--- src/rtl/csr_access_arbiter.sv ---
// Two-port CSR access sequencer: arbitrates commit and debug requests onto the
// single CSR-file port and runs each access as a checked read-modify-write.
module csr_access_arbiter #(
    parameter int XLEN           = 64,
    parameter bit DBG_PRV_BYPASS = 1'b1
) (
    input  logic            clk_i,
    input  logic            arst_i,
    input  logic [1:0]      priv_i,

    input  logic            req0_valid_i,
    output logic            req0_ready_o,
    input  logic [11:0]     req0_addr_i,
    input  logic [1:0]      req0_op_i,
    input  logic [XLEN-1:0] req0_wdata_i,
    output logic            resp0_valid_o,
    input  logic            resp0_ready_i,
    output logic [XLEN-1:0] resp0_rdata_o,
    output logic            resp0_illegal_o,

    input  logic            req1_valid_i,
    output logic            req1_ready_o,
    input  logic [11:0]     req1_addr_i,
    input  logic [1:0]      req1_op_i,
    input  logic [XLEN-1:0] req1_wdata_i,
    output logic            resp1_valid_o,
    input  logic            resp1_ready_i,
    output logic [XLEN-1:0] resp1_rdata_o,
    output logic            resp1_illegal_o,

    output logic [11:0]     csr_addr_o,
    output logic            csr_rd_o,
    input  logic [XLEN-1:0] csr_rdata_i,
    input  logic            csr_nonexist_i,
    output logic            csr_we_o,
    output logic [XLEN-1:0] csr_wdata_o
);

    localparam logic [1:0] ST_IDLE  = 2'd0;
    localparam logic [1:0] ST_READ  = 2'd1;
    localparam logic [1:0] ST_WRITE = 2'd2;
    localparam logic [1:0] ST_RESP  = 2'd3;

    localparam logic [1:0] OP_READ = 2'b00;
    localparam logic [1:0] OP_RW   = 2'b01;
    localparam logic [1:0] OP_RS   = 2'b10;

    logic [1:0]      state;
    logic            owner;
    logic            last_grant;
    logic [11:0]     addr_q;
    logic [1:0]      op_q;
    logic [XLEN-1:0] wdata_q;
    logic [XLEN-1:0] old_q;
    logic            illegal_q;

    logic            any_valid;
    logic            grant;
    logic            resp_ready;
    logic            illegal_now;
    logic            priv_checked;
    logic [XLEN-1:0] write_value;

    // Round robin only matters when both ports ask at once.
    always_comb begin
        any_valid = req0_valid_i | req1_valid_i;
        if (req0_valid_i && req1_valid_i) begin
            grant = ~last_grant;
        end else begin
            grant = req1_valid_i;
        end
    end

    // Ready is gated by the reset pin so every output is low while reset is held.
    assign req0_ready_o = arst_i & (state == ST_IDLE) & req0_valid_i & ~grant;
    assign req1_ready_o = arst_i & (state == ST_IDLE) & req1_valid_i & grant;

    assign resp_ready   = owner ? resp1_ready_i : resp0_ready_i;
    assign priv_checked = ~(owner & DBG_PRV_BYPASS);

    always_comb begin
        illegal_now = csr_nonexist_i
                    | ((op_q != OP_READ) && (addr_q[11:10] == 2'b11))
                    | (priv_checked && (addr_q[9:8] > priv_i));
    end

    always_comb begin
        case (op_q)
            OP_RW:   write_value = wdata_q;
            OP_RS:   write_value = old_q | wdata_q;
            default: write_value = old_q & ~wdata_q;
        endcase
    end

    // Accept in IDLE, sample and judge in READ, optional write, then hold the response.
    always_ff @(posedge clk_i or negedge arst_i) begin
        if (!arst_i) begin
            state      <= ST_IDLE;
            owner      <= 1'b0;
            last_grant <= 1'b1;
            addr_q     <= '0;
            op_q       <= OP_READ;
            wdata_q    <= '0;
            old_q      <= '0;
            illegal_q  <= 1'b0;
        end else begin
            case (state)
                ST_IDLE: begin
                    if (any_valid) begin
                        owner      <= grant;
                        last_grant <= grant;
                        addr_q     <= grant ? req1_addr_i  : req0_addr_i;
                        op_q       <= grant ? req1_op_i    : req0_op_i;
                        wdata_q    <= grant ? req1_wdata_i : req0_wdata_i;
                        state      <= ST_READ;
                    end
                end
                ST_READ: begin
                    old_q     <= illegal_now ? '0 : csr_rdata_i;
                    illegal_q <= illegal_now;
                    state     <= (illegal_now || op_q == OP_READ) ? ST_RESP : ST_WRITE;
                end
                ST_WRITE: begin
                    state <= ST_RESP;
                end
                default: begin
                    if (resp_ready) begin
                        state <= ST_IDLE;
                    end
                end
            endcase
        end
    end

    always_comb begin
        csr_rd_o        = (state == ST_READ);
        csr_we_o        = (state == ST_WRITE);
        csr_addr_o      = (csr_rd_o || csr_we_o) ? addr_q : 12'h000;
        csr_wdata_o     = csr_we_o ? write_value : '0;
        resp0_valid_o   = (state == ST_RESP) && !owner;
        resp1_valid_o   = (state == ST_RESP) && owner;
        resp0_rdata_o   = resp0_valid_o ? old_q : '0;
        resp1_rdata_o   = resp1_valid_o ? old_q : '0;
        resp0_illegal_o = resp0_valid_o & illegal_q;
        resp1_illegal_o = resp1_valid_o & illegal_q;
    end

endmodule

--- config.mk ---
export PLATFORM = sky130hd
export DESIGN_NAME = csr_access_arbiter
export DESIGN_NICKNAME = d
export VERILOG_FILES = /design/src/rtl/csr_access_arbiter.sv
export SDC_FILE = /design/constraint.sdc
export NUM_CORES = 1
export LEC_CHECK = 0
export CORE_AREA = 2 2 169 171
export DETAILED_ROUTE_END_ITERATION = 6
export DIE_AREA = 0 0 171 173
export SLEW_MARGIN = 20
export SYNTH_ARGS = -nofsm -noshare
export SYNTH_HDL_FRONTEND = slang
export SYNTH_SLANG_ARGS = --single-unit
--- constraint.sdc ---
create_clock -name clk_i -period 2.8 [get_ports clk_i]
set_input_delay 0.56 -clock clk_i [delete_from_list [all_inputs] [get_ports clk_i]]
set_output_delay 0.56 -clock clk_i [all_outputs]
set_load 0.01 [all_outputs]
Word level (Yosys, flattened, before mapping)
Cells that the tools add are included.
Word-level totals
  input port bits: 229
  output and inout bits: 212
  word-level logic and storage cells: 61
  bits in registers: 147
Cells by class
  reduce and logical (&&, ||, !) cells: 14
  equality and inequality tests: 7
  bitwise logic cells: 16
  $lt $le $gt $ge: 1
  mux-type cells: 15
Operator list (count)
  $mux 64: 5
  $pmux 64 s2: 1
  $and 64x64->64: 1
  $not 64->64: 1
  $or 64x64->64: 1
  $mux 12: 2
  $eq 2x2->1 const B: 4
  $and 1x1->1: 7
  $mux 2: 3
  $pmux 2 s3: 1
  $logic_and 1x1->1: 5
  $eq 2x1->1 const B: 2
  $logic_not 2->1: 2
  $reduce_and 2->1: 2
  $reduce_bool 4->1: 1
  $mux 1: 3
  $not 1->1: 3
  $or 1x1->1: 3
  $gt 2x2->1: 1
  $logic_or 1x1->1: 2
  $ne 2x2->1 const B: 1
  $reduce_bool 2->1: 1
  $logic_not 1->1: 1

Logic depth before layout (Yosys ltp)
Gate-level depths: netlist of run 1.
  depth after elaboration: 7
  depth in mapped cells: 8
  depth with buffers taken out: 6

Worst setup path before layout of run 1
No wires, ideal clock.
  kind: reg-to-output
  start: reg op_q[0]
  end: out csr_wdata_o[54]
  slack: 0.665 ns
  data arrival time: 1.575 ns
  path buffers: 2
  required time: 2.240 ns
  stages on the path, launching flop included: 9
  cells stage by stage: dfrtp_1 > inv_1 > ha_1 > nand2b_1 > buf_2 > buf_1 > nand2_1 > o21ai_0 > and2_1
Between the ends
  word-level cells in the longest chain between the ends: 3
  elaborated cells on any way between the ends: 4
  those cells by class: 2 x eq/ne; 2 x mux
RTL lines
  from (decl): line 52  | logic [1:0] op_q;
  from (signal assigned): line 113  | op_q <= grant ? req1_op_i : req0_op_i;
  $eq 2x2->1 or $eq 2x1->1 (tied branches): line 88  | case (op_q)
  $pmux 64 s2 (*): line 88
  $mux 64 (*): line 139  | csr_wdata_o = csr_we_o ? write_value : '0;
  to (decl): line 36  | output logic [XLEN-1:0] csr_wdata_o
Mark *: on every way between the ends. The rest lies on a longest branch, timed or not.

Final worst setup path of run 1
  start: reg op_q[0]
  end: out csr_wdata_o[29]
The elaborated chain is that of the path after synthesis.

==> summary.md, run 1 <==
| Metric | Value |
|---|---|
| Max VDD drop | 0.000486 V |
| Area after DPL | 0.0134 mm2 |
| Detail Placement HPWL | 25.3 mm |
| Clock share of power | 19.2% |
| Fin crit share | 96.6% |
| GR Util met3 | 5.06% |
| Worst min path class | register to register |
| Storage element area | 0.00368 mm2 |
| Max Slew Vio Count | 0 |
| Fin. Hold Viols | 0 |
| Fillers | 2731 |
| Clk buf depth | 2 |
| Vias | 8604 |
| Fin Clk Skew | 0.0113 ns |
| DRC Markers | 0 |
| Syn Nets | 1211 |
| Iteration-0 DRC Markers | 513 |
| CP top delay family | buffers and inverters |
| Final ANT Viol Nets | 0 |
| Number of global-route vias before repair | 8568 |
| Layout area overhead | 65.4% |
| Largest stage delay, worst path | 0.40 ns |
| Die Height | 173 um |
| Fmax | 370 MHz |
| Root Buffer | clkbuf_16 |
| Top cells by area, synth | dfrtp_1, and2_1, mux2i_1 |
| Cell Area, Synth | 0.00856 mm2 |
| Slew Limit Headroom | 50.0% |
| Initial core utilization | 31.0% |
| Switching share of power | 41.6% |
| Syn Area/Cell | 8.80 um2 |
| Clock sinks | 147 |
| Internal power | 7690 uW |
| Fin crit period | 2.71 ns |
| Hold_ws | 0.482 ns |
| Part of the power in registers | 28.6% |
| Core area | 0.0276 mm2 |
| Combinational power share | 52.2% |
| Routability cong. | 0.842 |
| Met2 track demand over resource | 41.3% |
| Max stage delay cell, worst path | dfrtp_1 |
| Leak | 0.00691 uW |
| Total grt overflow | 0 |
| P_sw | 5470 uW |
| GR Layer Usage met1 | 30.0% |
| IO Pins | 441 |
| Count leader, synth | nand2_1 |
| Status | completed |
| Critical path buffers and inverters | 4 |
| Setup crit end kind | output port |
| Critical Path Source Type | register |
| Synth top cells by count | nand2_1, dfrtp_1, and2_1 |
| Final WL | 35.9 mm |
| First-pass GRT wire length | 53.8 mm |
| Reg clk slew, reported paths | 0.06 ns |
| Average wire per standard cell | 20.1 um |
| Critical path arrival | 2.15 ns |
| Synth cell types | 30 |
| # rows | 61 |
| Synth Instances | 972 |
| DRT Pass-1 Iters | 5 |
| Die X | 171 um |
| Fin util | 51.2% |
| Slew @ Worst Pin | 0.751 ns |
| Max-Cap Viols | 0 |
| H-tree depth | 4 |
| Largest area contributor in the netlist | dfrtp_1 |
| RSZ-0062 raised after global routing | true |
| Register area share after synthesis | 43.0% |
| Share of layout cells above drive strength 1 | 9.95% |
| Maximum fanout along the worst path | 11 |
| Kind of critical path | register to output port |
| CTS tree | yes |
| Count of final setup violators | 0 |
| Yosys warns | 0 |
| Synth top area share | 42.7% |
| Post-synth ARST share | 100% |
| Synth Register Bits | 147 |
| Power Total | 13200 uW |
| Fin nets | 1634 |
| Post-Layout Cell Count | 1787 |
| Design area | 0.0142 mm2 |
| Inst Count DP | 1736 |
| Initial antenna violation count | 5 |
| IO buf count | 440 |
| Synth Flop Type | dfrtp_1 |
| TritonCTS Buffers | 17 |
| P per Cell Area | 930 mW/mm2 |
| GRT Overall Usage | 24.1% |
| Die area | 0.0296 mm2 |
| WP data required | 2.24 ns |
| Avg Vias per Cell | 4.81 |
| Largest net degree at the start of global routing | 61 |
| Multi-input gate area | 0.00454 mm2 |
| GRT Max-Usage Layer | met2 |
| Clk Latency, worst-skew pair | 0.43 ns |
| Post-synth EDFFs | 0 |
| CP cell instances | inv_2, ha_4, nand2b_4, buf_4, buf_12, nand2_1, o21ai_1, and2_1, clkdlybuf4s15_2 |
flip-flops by register name (all words and copies together) (netlist names):
| signal | cells |
|---|---|
| addr_q | 12 |
| illegal_q | 1 |
| last_grant | 1 |
| old_q | 64 |
| op_q | 2 |
| owner | 1 |
| state | 2 |
| wdata_q | 64 |
layout make-up:
cell class                 instances  area share, %
clock buffer                      20           3.30
antenna                            2         0.0354
timing repair buffer             487           33.8
inverter                           7          0.186
multi-input combinational        735           32.1
clock inverter                    11           1.24
sequential                       147           26.0
tap                              378           3.34
layout by cell type, fill, tap and decap left out, types with 2 or more instances in the layout:
cell	synthesis	layout
bufinv_16	0	4
mux2i_1	79	79
ha_4	0	4
and2_1	140	140
o211ai_1	2	2
clkinvlp_4	0	2
dfrtp_1	146	144
buf_12	0	13
clkdlybuf4s15_2	0	2
o21ai_1	21	35
dfrtp_2	0	2
clkdlybuf4s15_1	0	9
inv_2	0	3
o21ai_0	121	106
buf_16	0	3
and3_1	66	66
buf_6	10	2
dlygate4sd2_1	0	59
nor2_1	6	6
a22o_1	65	65
clkinv_4	0	2
diode_2	0	2
clkbuf_8	0	3
nand2_1	204	204
nor2b_1	3	2
inv_1	7	4
a21oi_1	5	5
ha_1	10	4
buf_2	13	9
buf_4	5	27
clkbuf_16	0	18
ha_2	0	2
clkdlybuf4s50_1	0	310
clkbuf_2	0	31
dlymetal6s2s_1	0	19
inv_6	0	2
nand2b_1	3	2
logic make-up after synthesis:
kind of cell,share of synthesized area (%)
adder cells (fa/ha/maj),1.46
buffers and inverters,5.23
multiplexers,9.37
flip-flops,43.0
AND/OR/NAND/NOR,24.9
AO/OA/AOI/OAI,16.1
worst register-to-register path, stage by stage, from the launching register on:
cell and delay [ns]:
dfrtp_1 0.40, buf_4 0.15, inv_1 0.07, ha_1 0.23, inv_2 0.43, buf_4 0.44, a22o_1 0.23
per-stage QoR:
step / worst slack, ns / setup TNS [ns]
after floorplan: 0.665 / 0
after global placement: -0.0435 / -0.0435
after detailed placement: -0.0608 / -0.0608
after CTS: -0.123 / -0.621
after global routing: -0.0305 / -0.0582
final: 0.0948 / 0
per-layer routing:
layer  routed length [um]  vias to the layer above
li1                     -                     4159
met1                15100                     4076
met2                17600                      309
met3                 2180                       56
met4                 1010                        4
met5                   21                        -
worst paths after layout:
kind,slack (ns),startpoint,endpoint,depth (start not counted)
worst max-delay path,0.09,op_q[0],csr_wdata_o[29],9
worst min-delay path,0.48,addr_q[3],addr_q[3],2
worst max register to register,0.80,state[1],old_q[10],6
worst min register to register,0.48,addr_q[3],addr_q[3],2
max in group asynchronous,1.25,arst_i,state[0],3
min in group asynchronous,0.53,arst_i,wdata_q[1],2
power by group through the flow:
stage	clock network, uW	registers [uW]	logic [uW]
6_report	2530	3770	6870
4_1_cts	2580	3750	6950
5_1_grt	2670	3910	7540
3_3_place_gp	0	3770	6290
2_1_floorplan	0	3480	3550
3_5_place_dp	0	3780	6340
repair_timing:
action                                  4_1_cts  5_1_grt
hold endpoints to repair                     15        0
endpoints found under the setup margin      141       81
buffers inserted                              8        5
gates resized for setup                     164      109
hold buffers                                  1        0
pin swaps                                     1        3
cloned                                        5        1
Power figures use the tool's default switching activity.
==> inputs of run 2 (changes only) <==
- PLACE_DENSITY: default -> 0.62
- SLEW_MARGIN: 20 -> 40
==> run 2 against run 1 <==
Effect of this change:
- non-clock buffer count down 4
- sequential share of layout area up 0.067 points
- worst setup slack worse by 0.0053 ns
- sequential cell count unchanged
- global-route usage down 0.48 points
- via count down 0.60%
- sequential power about the same
- register-to-register slack better by 0.18 ns
- core utilization down 0.11 points
- hold slack worse by 0.33 ns
- cell count down 0.28%
- critical path type unchanged
==> summary.md, run 2 (synthesized netlist as in run 1, its figures left out) <==
| Metric | Value |
|---|---|
| Status | completed |
| H-tree depth | 4 (unchanged) |
| Fin. Hold Viols | 0 (unchanged) |
| Kind of critical path | register to output port |
| Internal power | 7630 uW (-0.80%) |
| Fillers | 2649 (-3.0%) |
| Final WS setup | 0.0895 ns (-0.00531 ns) |
| Storage element area | 0.00368 mm2 (about the same) |
| CTS tree | yes |
| IO buf count | 440 (unchanged) |
| Die area | 0.0296 mm2 (unchanged) |
| IO Pins | 441 (unchanged) |
| Routability cong. | 0.829 (-1.5%) |
| DRT Pass-1 Iters | 5 (unchanged) |
| Max-Cap Viols | 0 (unchanged) |
| Reg clk slew, reported paths | 0.06 ns (about the same) |
| Vias | 8552 (-0.60%) |
| Critical path arrival | 2.15 ns (about the same) |
| Worst min path class | input pin to async pin |
| Root Buffer | clkbuf_16 |
| Worst r2r path cells | 6 (unchanged) |
| Clk Latency, worst-skew pair | 0.42 ns (about the same) |
| Commonest non-fill, non-tap cell in the layout | clkdlybuf4s50_1 |
| Fmax | 369 MHz (-0.20%) |
| Leak | 0.00646 uW (-6.5%) |
| WP data required | 2.24 ns (about the same) |
| Layout area overhead | 65.0% |
| Part of the power in registers | 29.0% (+0.4 points) |
| Detail Placement HPWL | 24.6 mm (-2.9%) |
| Maximum fanout along the worst path | 24 (+13) |
| Crit. Startpoint | state[1] |
| Multi-input gate area | 0.00453 mm2 (about the same) |
| Fin crit share | 96.8% (+0.19 points) |
| Critical Path End | resp0_rdata_o[63] |
| Clock sinks | 147 (unchanged) |
| Met2 wire length | 17.4 mm (-1.0%) |
| Combinational power share | 53.7% (+1.5 points) |
| Core area | 0.0276 mm2 (unchanged) |
| Total grt overflow | 0 (unchanged) |
| Top Registers | old_q (64), wdata_q (64), addr_q (12) |
| Crit Reg-Reg Endpoint | old_q[18] |
| Count of final setup violators | 0 (unchanged) |
| First-pass GRT wire length | 53.0 mm (-1.6%) |
| Most frequent cells in the layout | clkdlybuf4s50_1, nand2_1, dfrtp_1 |
| Post-Place Setup Slack | -0.0547 ns (+0.00611 ns) |
| RR Startpoint | addr_q[9] |
| Number of global-route vias before repair | 8661 (+1.1%) |
| Setup crit end kind | output port |
| Slew @ Worst Pin | 0.633 ns (-0.117 ns) |
| Final ANT Viol Nets | 0 (unchanged) |
| Fin crit period | 2.71 ns (+0.00531 ns) |
| Largest net degree at the start of global routing | 148 (+140%) |
| Iteration-0 DRC Markers | 426 (-17%) |
| Clock share of power | 17.3% (-1.9 points) |
| Avg Vias per Cell | 4.80 (-0.33%) |
| TritonCTS Buffers | 17 (unchanged) |
| RSZ-0062 raised after global routing | true |
| Switching share of power | 41.7% (+0.16 points) |
| Initial core utilization | 31.0% (unchanged) |
| Area after DPL | 0.0134 mm2 (about the same) |
| Design area | 0.0141 mm2 (-0.22%) |
| Die X | 171 um (unchanged) |
| Slew Limit Headroom | 57.8% (+7.8 points) |
| Share of layout cells above drive strength 1 | 10.5% (+0.52 points) |
| P_sw | 5470 uW (-0.13%) |
| P per Cell Area | 927 mW/mm2 (-0.30%) |
| Number of diodes | 0 (-2) |
| Average wire per standard cell | 19.8 um (-1.6%) |
| Fin Clk Skew | 0.0136 ns (+0.00229 ns) |
| Critical Path Source Type | register |
| Power Total | 13100 uW (-0.52%) |
| Die Height | 173 um (unchanged) |
| Max Slew Vio Count | 0 (unchanged) |
| Fin nets | 1630 (-0.24%) |
| Clk buf depth | 2 (unchanged) |
| Flop2flop setup slack | 0.98 ns (+0.18 ns) |
| Initial antenna violation count | 0 (-5) |
| Met3 wire len | 2.26 mm (+3.5%) |
| Max VDD drop | 0.000497 V (+2.2%) |
| # rows | 61 (unchanged) |
| GRT Overall Usage | 23.6% (-0.48 points) |
| Final WL | 35.2 mm (-1.9%) |
| DRC Markers | 0 (unchanged) |
| Routed metal-1 wire length | 14.6 mm (-3.3%) |
| Top routing layer used | met4 |
-- run 2: cell types whose count changed in the layout (fill, tap and decap cells not counted), sizes merged, moves of 3 or more --
cell	change
dlygate4sd2	-24
dlymetal6s2s	-18
clkinvlp	+3
buf	+9
bufinv	-3
clkbuf	-6
inv	+3
clkdlybuf4s15	-9
clkdlybuf4s50	+44
-- run 2: metrics by stage --
| step | util [%] | cells | hold slack (ns) | TNS (ns) |
|---|---|---|---|---|
| floorplan | - | 972 | 0.264 | 0 |
| global placement | 48.5 | 1729 | 0.457 | 0 |
| detailed placement | 48.5 | 1729 | 0.471 | -0.0547 |
| CTS | 51.3 | 1780 | 0.365 | -0.00681 |
| global route | 51.1 | 1782 | 0.152 | -0.0118 |
| finish | 51.1 | 1782 | 0.152 | 0 |
-- run 2: worst min path at each step --
stage	cells after the start	to	slack, ns
2_1_floorplan	0	addr_q[0]	0.26
3_3_place_gp	2	addr_q[0]	0.46
3_5_place_dp	2	addr_q[1]	0.47
4_1_cts	2	old_q[15]	0.36
5_1_grt	2	wdata_q[3]	0.15
6_report	2	wdata_q[3]	0.15
-- run 2: metal layers --
metal,vias to the layer above,global-route usage (%)
li1,4156,-
met1,4032,29.5
met2,315,40.2
met3,49,4.94
met4,0,8.33
met5,-,0
-- run 2: critical path, cell delays in order (launching register included) --
cell and delay [ns]:
dfrtp_2 0.41, ha_4 0.16, nor2b_4 0.16, buf_12 0.13, buf_8 0.16, and2_1 0.14
clkdlybuf4s50_1 0.57
-- run 2: repair_timing --
action | CTS | global route
buffers inserted | 14 | 2
hold buffers | 0 | 0
resized for setup | 173 | 77
endpoints found under the setup margin | 133 | 96
cloned | 5 | 0
pin swaps | 2 | 3
-- run 2: final cells by class --
class | instances | area share, %
timing repair buffer | 483 | 34.2
tap | 378 | 3.35
clock inverter | 12 | 0.851
sequential | 147 | 26.1
inverter | 7 | 0.186
multi-input combinational | 735 | 32.1
clock buffer | 20 | 3.23
-- run 2: power groups by stage --
stage	combinational (uW)	sequential [uW]	clock, uW
after floorplan	3550	3480	0
after global placement	6270	3790	0
after detailed placement	6340	3810	0
after CTS	7120	3780	2330
after global routing	7740	3920	2420
final	7040	3790	2270
